File: src/rtl/packet_read_sequencer_if.sv
// ----------------------------------------------------------------------------
// packet_read_sequencer_if
//   Word stream from the packet read sequencer to the host transport.
//   A word moves on a rising clock edge where out_valid and out_ready are both 1.
//
//   out_data   16-bit stream word
//   out_valid  out_data holds a word
//   out_ready  downstream can take the word this cycle
//   out_last   marks the final word of a packet
//   out_final  PacketFinal byte of the packet being streamed
//
//   master : sequencer side (drives data/valid/last/final, reads ready)
//   slave  : transport side (reads data/valid/last/final, drives ready)
// ----------------------------------------------------------------------------
interface packet_read_sequencer_if;
    logic [15:0] out_data;
    logic        out_valid;
    logic        out_ready;
    logic        out_last;
    logic [7:0]  out_final;

    modport master (
        output out_data,
        output out_valid,
        output out_last,
        output out_final,
        input  out_ready
    );

    modport slave (
        input  out_data,
        input  out_valid,
        input  out_last,
        input  out_final,
        output out_ready
    );
endinterface

File: src/rtl/packet_read_sequencer.sv
// ----------------------------------------------------------------------------
// packet_read_sequencer
//   Read side of the TPIU packet collector. Opens one complete packet at a time
//   (PacketNext), fetches its words one by one (PacketNextWd), and presents each
//   word on a valid/ready stream. Counts packets that were fully forwarded.
//   A new packet only starts while enable and sync are both high; a packet
//   already in flight always runs to completion.
//
//   clk          system clock, rising edge
//   rst          synchronous reset, active-high
//   enable       allow new packets to start
//   sync         collector in-sync flag
//   PacketAvail  collector holds at least one complete packet
//   PacketNext   one-cycle strobe: open the next packet
//   PacketNextWd one-cycle strobe: fetch the next word of the open packet
//   PacketOut    collector word, valid the cycle after PacketNextWd
//   PacketFinal  final byte of the opened packet, valid the cycle after PacketNext
//   stream       word stream to the host transport (master modport)
//   busy         1 whenever the sequencer is not idle
//   pkt_count    packets fully forwarded, wraps silently
// ----------------------------------------------------------------------------
module packet_read_sequencer #(
    parameter int PKT_WORDS = 8,
    parameter int CNT_WIDTH = 16
) (
    input  logic                      clk,
    input  logic                      rst,
    input  logic                      enable,
    input  logic                      sync,
    input  logic                      PacketAvail,
    output logic                      PacketNext,
    output logic                      PacketNextWd,
    input  logic [15:0]               PacketOut,
    input  logic [7:0]                PacketFinal,
    packet_read_sequencer_if.master   stream,
    output logic                      busy,
    output logic [CNT_WIDTH-1:0]      pkt_count
);

    localparam int IDX_W = (PKT_WORDS > 1) ? $clog2(PKT_WORDS) : 1;
    localparam logic [IDX_W-1:0] LAST_IDX = IDX_W'(PKT_WORDS - 1);

    typedef enum logic [2:0] {
        IDLE,
        OPEN,
        FETCH,
        CAP,
        SEND
    } state_t;

    state_t                 state_q, state_d;
    logic [IDX_W-1:0]       wordIdx_q, wordIdx_d;
    logic [15:0]            outData_q, outData_d;
    logic                   outValid_q, outValid_d;
    logic                   outLast_q, outLast_d;
    logic [7:0]             outFinal_q, outFinal_d;
    logic [CNT_WIDTH-1:0]   pktCount_q, pktCount_d;

    logic startPacket;
    logic handshake;

    // enable and sync only gate the start of a packet, never one in flight
    assign startPacket = enable && sync && PacketAvail;
    assign handshake   = outValid_q && stream.out_ready;

    // State and datapath registers; reset abandons any packet in flight
    always_ff @(posedge clk) begin
        if (rst) begin
            state_q    <= IDLE;
            wordIdx_q  <= '0;
            outData_q  <= '0;
            outValid_q <= 1'b0;
            outLast_q  <= 1'b0;
            outFinal_q <= '0;
            pktCount_q <= '0;
        end else begin
            state_q    <= state_d;
            wordIdx_q  <= wordIdx_d;
            outData_q  <= outData_d;
            outValid_q <= outValid_d;
            outLast_q  <= outLast_d;
            outFinal_q <= outFinal_d;
            pktCount_q <= pktCount_d;
        end
    end

    // Next-state logic; PacketAvail is only looked at in IDLE
    always_comb begin
        state_d = state_q;
        case (state_q)
            IDLE:    if (startPacket) state_d = OPEN;
            OPEN:    state_d = FETCH;
            FETCH:   state_d = CAP;
            CAP:     state_d = SEND;
            SEND:    if (handshake) state_d = outLast_q ? IDLE : FETCH;
            default: state_d = IDLE;
        endcase
    end

    // Strobes. PacketNext is issued in the IDLE cycle that decides to start,
    // so PacketFinal is already valid during OPEN where it gets latched.
    // Both strobes are held off while reset is applied.
    always_comb begin
        PacketNext   = 1'b0;
        PacketNextWd = 1'b0;
        busy         = (state_q != IDLE);
        case (state_q)
            IDLE:    PacketNext   = startPacket && !rst;
            FETCH:   PacketNextWd = !rst;
            default: ;
        endcase
    end

    // Datapath next values: out_* only change in OPEN/CAP, or when a SEND
    // word is accepted, so they stay stable while the downstream stalls
    always_comb begin
        wordIdx_d  = wordIdx_q;
        outData_d  = outData_q;
        outValid_d = outValid_q;
        outLast_d  = outLast_q;
        outFinal_d = outFinal_q;
        pktCount_d = pktCount_q;
        case (state_q)
            OPEN: begin
                outFinal_d = PacketFinal;
                wordIdx_d  = '0;
            end
            CAP: begin
                outData_d  = PacketOut;
                outValid_d = 1'b1;
                outLast_d  = (wordIdx_q == LAST_IDX);
            end
            SEND: begin
                if (handshake) begin
                    outValid_d = 1'b0;
                    if (outLast_q) begin
                        pktCount_d = pktCount_q + CNT_WIDTH'(1);
                    end else begin
                        wordIdx_d = wordIdx_q + IDX_W'(1);
                    end
                end
            end
            default: ;
        endcase
    end

    assign stream.out_data  = outData_q;
    assign stream.out_valid = outValid_q;
    assign stream.out_last  = outLast_q;
    assign stream.out_final = outFinal_q;
    assign pkt_count        = pktCount_q;

endmodule
File: src/flat_wrapper.sv
// flat-port wrapper written by rule: the top's interface ports become plain ports
module packet_read_sequencer_flat 
#(
    parameter int PKT_WORDS = 8,
    parameter int CNT_WIDTH = 16
)
  (clk, rst, enable, sync, PacketAvail, PacketNext, PacketNextWd, PacketOut, PacketFinal, busy, pkt_count, stream_out_data, stream_out_valid, stream_out_last, stream_out_final, stream_out_ready);
  packet_read_sequencer_if stream_i ();
  input  logic clk;
  input  logic rst;
  input  logic enable;
  input  logic sync;
  input  logic PacketAvail;
  output logic PacketNext;
  output logic PacketNextWd;
  input  logic [15:0] PacketOut;
  input  logic [7:0] PacketFinal;
  output logic busy;
  output logic [CNT_WIDTH-1:0] pkt_count;
  output wire logic [$bits(stream_i.out_data)-1:0] stream_out_data;
  output wire logic [$bits(stream_i.out_valid)-1:0] stream_out_valid;
  output wire logic [$bits(stream_i.out_last)-1:0] stream_out_last;
  output wire logic [$bits(stream_i.out_final)-1:0] stream_out_final;
  input wire logic [$bits(stream_i.out_ready)-1:0] stream_out_ready;
  assign stream_out_data = stream_i.out_data;
  assign stream_out_valid = stream_i.out_valid;
  assign stream_out_last = stream_i.out_last;
  assign stream_out_final = stream_i.out_final;
  assign stream_i.out_ready = stream_out_ready;
  packet_read_sequencer #(.PKT_WORDS(PKT_WORDS), .CNT_WIDTH(CNT_WIDTH)) u_core (.clk(clk), .rst(rst), .enable(enable), .sync(sync), .PacketAvail(PacketAvail), .PacketNext(PacketNext), .PacketNextWd(PacketNextWd), .PacketOut(PacketOut), .PacketFinal(PacketFinal), .stream(stream_i), .busy(busy), .pkt_count(pkt_count));
endmodule
File: config.mk
export PLATFORM = sky130hd
export DESIGN_NAME = packet_read_sequencer_flat
export DESIGN_NICKNAME = d
export VERILOG_FILES = /design/src/rtl/packet_read_sequencer_if.sv /design/src/rtl/packet_read_sequencer.sv /design/src/flat_wrapper.sv
export SDC_FILE = /design/constraint.sdc
export NUM_CORES = 1
export LEC_CHECK = 0
export CAP_MARGIN = 20
export CORE_MARGIN = 10
export CORE_UTILIZATION = 45
export CTS_BUF_LIST = sky130_fd_sc_hd__clkbuf_4
export DETAILED_ROUTE_END_ITERATION = 12
export PLACE_DENSITY = 0.8
export SLEW_MARGIN = 25
export SYNTH_ARGS = -nofsm -noshare
export SYNTH_HDL_FRONTEND = slang
export SYNTH_SLANG_ARGS = --single-unit
File: constraint.sdc
create_clock -name clk -period 2 [get_ports clk]
set_input_delay 0.4 -clock clk [delete_from_list [all_inputs] [get_ports clk]]
set_output_delay 0.4 -clock clk [all_outputs]
set_load 0.02 [all_outputs]
==> results.md, run 1 <==
Routing:
- The number of DRC violations after detailed-routing iteration 0 is 55.
- After detailed routing, the number of remaining DRC violations is 0.
- The detail-routed via count per cell is 5.138.
- Wires add up to 5337 um.
- The first detailed-routing pass took 4 iterations.
- The via total after detailed routing is 1932.
- The routed wirelength normalized by instance count is 14.19 um.
- The detail route stage leaves a number of antenna-violating nets equal to 0.

Setup path:
- The nature of the critical path startpoint is a register.
- In this run the worst path has a maximum fanout of 8.
- The peak per-stage delay on the critical path is 0.42 ns.
- The worst register-to-register path begins at u_core.state_q[1]$_SDFFE_PP0P_.
- At the worst endpoint, the arrival time is 1.50 ns.
- The critical path class is reg2out.
- On the critical path, the stage with the largest delay is an instance of sky130_fd_sc_hd__dfxtp_1.
- Traced cell by cell, the critical path runs through nor2b_1 > nor3b_1 > dlygate4sd2_1.
- In this run the worst setup path begins at u_core.state_q[2]$_SDFFE_PP0P_.
- For the worst setup path, the data required time is 1.60 ns.
- The worst setup path is captured at a primary output.

Die:
- The floorplan step defined a core boundary enclosing 0.004324 mm2.
- The die is 86.72 um wide.
- The die is 86.72 um tall.
- The number of top-level pins is 75.
- The floorplan step defined a die boundary enclosing 0.007520 mm2.
- The initial cell density of the core is 46.33%.
- Row generation in the floorplan step produced 24 rows.

Placed design:
- The HPWL after detailed placement is 4040 um.
- The count of buffers inserted at the top-level ports is 74.
- The weighted congestion reported at the end of routability-driven placement is 0.8049.
- Counting tap cells, the placed design contains a total of 368 instances.

Layout:
- The final layout contains 356 nets.
- The count of fill cells added during filler insertion is 367.
- Relative to the synthesized area, the layout overhead comes to 44.72%.
- Of the cells placed in the final design, the portion with a size suffix greater than 1 is 9.288%.
- The non-filler instance count after layout is 376.

STA:
- The count of endpoints failing hold in the final timing report is 0.
- The number of max-slew violations in the final report is 0.
- In the finished design, the share of the clock period the worst path needs comes to 94.96%.
- The fmax is 526.5 MHz.
- The number of setup violations in the final report is 0.
- The clock tree skew after final layout is 0.008949 ns.
- The worst pin sits at a relative slew slack of 57.18%.
- The shortest clock period the worst path allows after layout is 1.899 ns.
- Setup repair after global routing left no endpoint under its margin.
- For the pin with the worst max-slew slack, the measured transition is 0.6408 ns.

Global routing:
- For this run the aggregate overflow at the end of global routing stands at 0.
- Across every metal layer, demand over resource in global routing totals 14.37%.
- The maximum number of pins on one net before global-route repair is 28.
- The number of antenna violations at the first check in global routing was 1.
- The first global-routing pass estimated 8907 um of wire.
- The via count of the first global-routing pass is 1880.

Synthesis:
- Yosys attributes the largest share of cell area to sky130_fd_sc_hd__dfxtp_1 (48%), sky130_fd_sc_hd__nand2_1 (12%), sky130_fd_sc_hd__a21oi_1 (9.2%).
- A synthesized cell averages 8.244 um2.
- The cell accounting for the most synthesized area is sky130_fd_sc_hd__dfxtp_1.
- The most used flip-flop cell after synthesis is sky130_fd_sc_hd__dfxtp_1.
- The Yosys warning count is 0.
- The most frequent cell after synthesis is sky130_fd_sc_hd__nand2_1.
- The async set-or-reset flop fraction in the synthesized netlist is 0%.
- In the synthesized netlist, the cells that appear most often are sky130_fd_sc_hd__nand2_1 (62), sky130_fd_sc_hd__dfxtp_1 (48), sky130_fd_sc_hd__a21oi_1 (37).
- Yosys mapped a number of flops with a built-in enable equal to 0.
- The mapped netlist covers 0.002003 mm2.
- The synthesized instance count is 243.
- The share of Yosys cell area claimed by the top area cell type is 47.97%.
- The net count after synthesis is 276.
- For this run, the register share of the synthesized area comes to 47.97%.
- Yosys mapped the design onto 35 distinct sky130hd cell types.
- The count of state elements after synthesis is 48.

Pwr:
- The static leakage power is 0.9875 nW.
- Dividing total power by cell area gives a power density of 537.8 mW/mm2.
- VDD sags by at most 375.9 uV.
- The sum of internal, switching and leakage power is 1.559 mW.

Hold path:
- The min-delay analysis places its worst path in the category reg2reg.
- The worst min-delay path startpoint is u_core.stream.out_data[4]$_SDFFE_PP0P_.

Clock network:
- Clock latency on the worst-skew pair, taken at its later pin, is 0.35 ns.
- In this run, post-CTS hold repair placed 0 buffers.
- The H-tree was split into 2 levels.
- The TritonCTS clock tree is yes.
- The buffer cell driving the clock tree root is sky130_fd_sc_hd__clkbuf_4.
- The buffer levels on the longest clock path is 2.
- The clock input transition at the sequential cells of the worst setup and hold paths is 0.13 ns.
- The number of clock sinks seen by CTS is 48.
- In this run, CTS created clock tree buffers numbering 5.

Run status:
- The run finished with clean final reports.

Job:
- Max-cap violations in this run came to 0.
worst max-delay path, delay by kind of cell, from the launching register on:
family | cells | cell delay (ns)
buf+inv | 1 | 0.37
simple gates | 2 | 0.37
flops | 1 | 0.42
routing by layer:
layer | wire, um | vias up | track usage, %
li1 | - | 1003 | -
met1 | 2264 | 874 | 15.71
met2 | 2456 | 51 | 23.22
met3 | 552 | 4 | 7.129
met4 | 63 | 0 | 5.744
met5 | 0 | - | 0
cells in the final DEF, fill, tap and decap left out, types with 2 or more instances in the layout:
cell type                         synthesis  routed
sky130_fd_sc_hd__xor2_1                   3       3
sky130_fd_sc_hd__nand3_1                  4       4
sky130_fd_sc_hd__clkdlybuf4s50_1          0      70
sky130_fd_sc_hd__nand2_1                 62      62
sky130_fd_sc_hd__xnor2_1                  4       4
sky130_fd_sc_hd__nor3_1                   3       3
sky130_fd_sc_hd__buf_4                    0      14
sky130_fd_sc_hd__nor2_1                  11      11
sky130_fd_sc_hd__and2_1                   3       3
sky130_fd_sc_hd__ha_1                     3       3
sky130_fd_sc_hd__o21ai_0                 10       9
sky130_fd_sc_hd__a21oi_1                 37      37
sky130_fd_sc_hd__or3_1                   10      10
sky130_fd_sc_hd__dfxtp_1                 48      45
sky130_fd_sc_hd__a221oi_1                 2       2
sky130_fd_sc_hd__a21o_1                   2       2
sky130_fd_sc_hd__clkbuf_4                 0       6
sky130_fd_sc_hd__nand4_1                  5       5
sky130_fd_sc_hd__dfxtp_2                  0       3
sky130_fd_sc_hd__and4_1                   4       4
cell type report:
| cell class | instances | area [um2] | area share [%] |
|---|---|---|---|
| Tap cell | 52 | 65.06 | 2.244 |
| Inverter | 1 | 3.754 | 0.1295 |
| Multi-Input combinational cell | 179 | 978.4 | 33.75 |
| Sequential cell | 48 | 964.7 | 33.28 |
| Antenna cell | 1 | 2.502 | 0.08632 |
| Clock buffer | 6 | 45.04 | 1.554 |
| Timing Repair Buffer | 88 | 834.6 | 28.79 |
| Clock inverter | 1 | 5.005 | 0.1726 |
kinds of logic after synthesis:
family	synth area share, %
AO/OA/AOI/OAI	14.43
XOR/XNOR	3.061
adder cells (fa/ha/maj)	1.874
buffers and inverters	3.497
flip-flops	47.97
multiplexers	0.4997
AND/OR/NAND/NOR	28.67
through the flow:
stage	util (%)	instance area (um2)	setup TNS, ns	worst slack [ns]	hold WS, ns
3_5_place_dp	65.74	2843	-1.221	-0.1822	0.4469
5_1_grt	67.04	2899	0	0.001346	0.4760
4_1_cts	66.81	2889	0	0.003358	0.4634
3_3_place_gp	65.74	2843	-0.8882	-0.1444	0.4411
6_report	67.04	2899	0	0.1008	0.4615
2_1_floorplan	-	2003	0	0.02961	0.4585
power breakdown:
part	internal [mW]	switching, mW
logic	0.0921	0.0722
registers	0.966	0.00768
clock network	0.144	0.277
total	1.20	0.357
flip-flops by register name, indices dropped and copies added (netlist names):
register                 cells
u_core.wordIdx_q             3
u_core.stream.out_valid      1
u_core.state_q               3
u_core.stream.out_data      16
u_core.stream.out_last       1
u_core.pkt_count            16
u_core.stream.out_final      8
worst paths after layout:
kind,end,slack (ns),cells after the start
max,PacketNextWd,0.10,3
min,u_core.stream.out_data[4]$_SDFFE_PP0P_,0.46,2
max reg2reg,u_core.pkt_count[12]$_SDFFE_PP0P_,0.13,5
min reg2reg,u_core.stream.out_data[4]$_SDFFE_PP0P_,0.46,2
repair_timing:
| item | in CTS | in global routing |
|---|---|---|
| gates resized for setup | 3 | 8 |
| buffers inserted | 0 | 0 |
| setup endpoints to repair | 3 | 6 |
No activity file was read; power rests on OpenSTA's default activity.
==> run 2, diff against run 1 <==
- GPL_ROUTABILITY_DRIVEN: not set -> 0
==> results of run 2 <==
The final DEF is identical to that of run 1; final timing and power are the same.
==> run 3, diff against run 2 <==
- CTS_CLUSTER_SIZE: not set -> 28
==> results of run 3 <==
The final DEF is identical to that of run 1; final timing and power are the same.
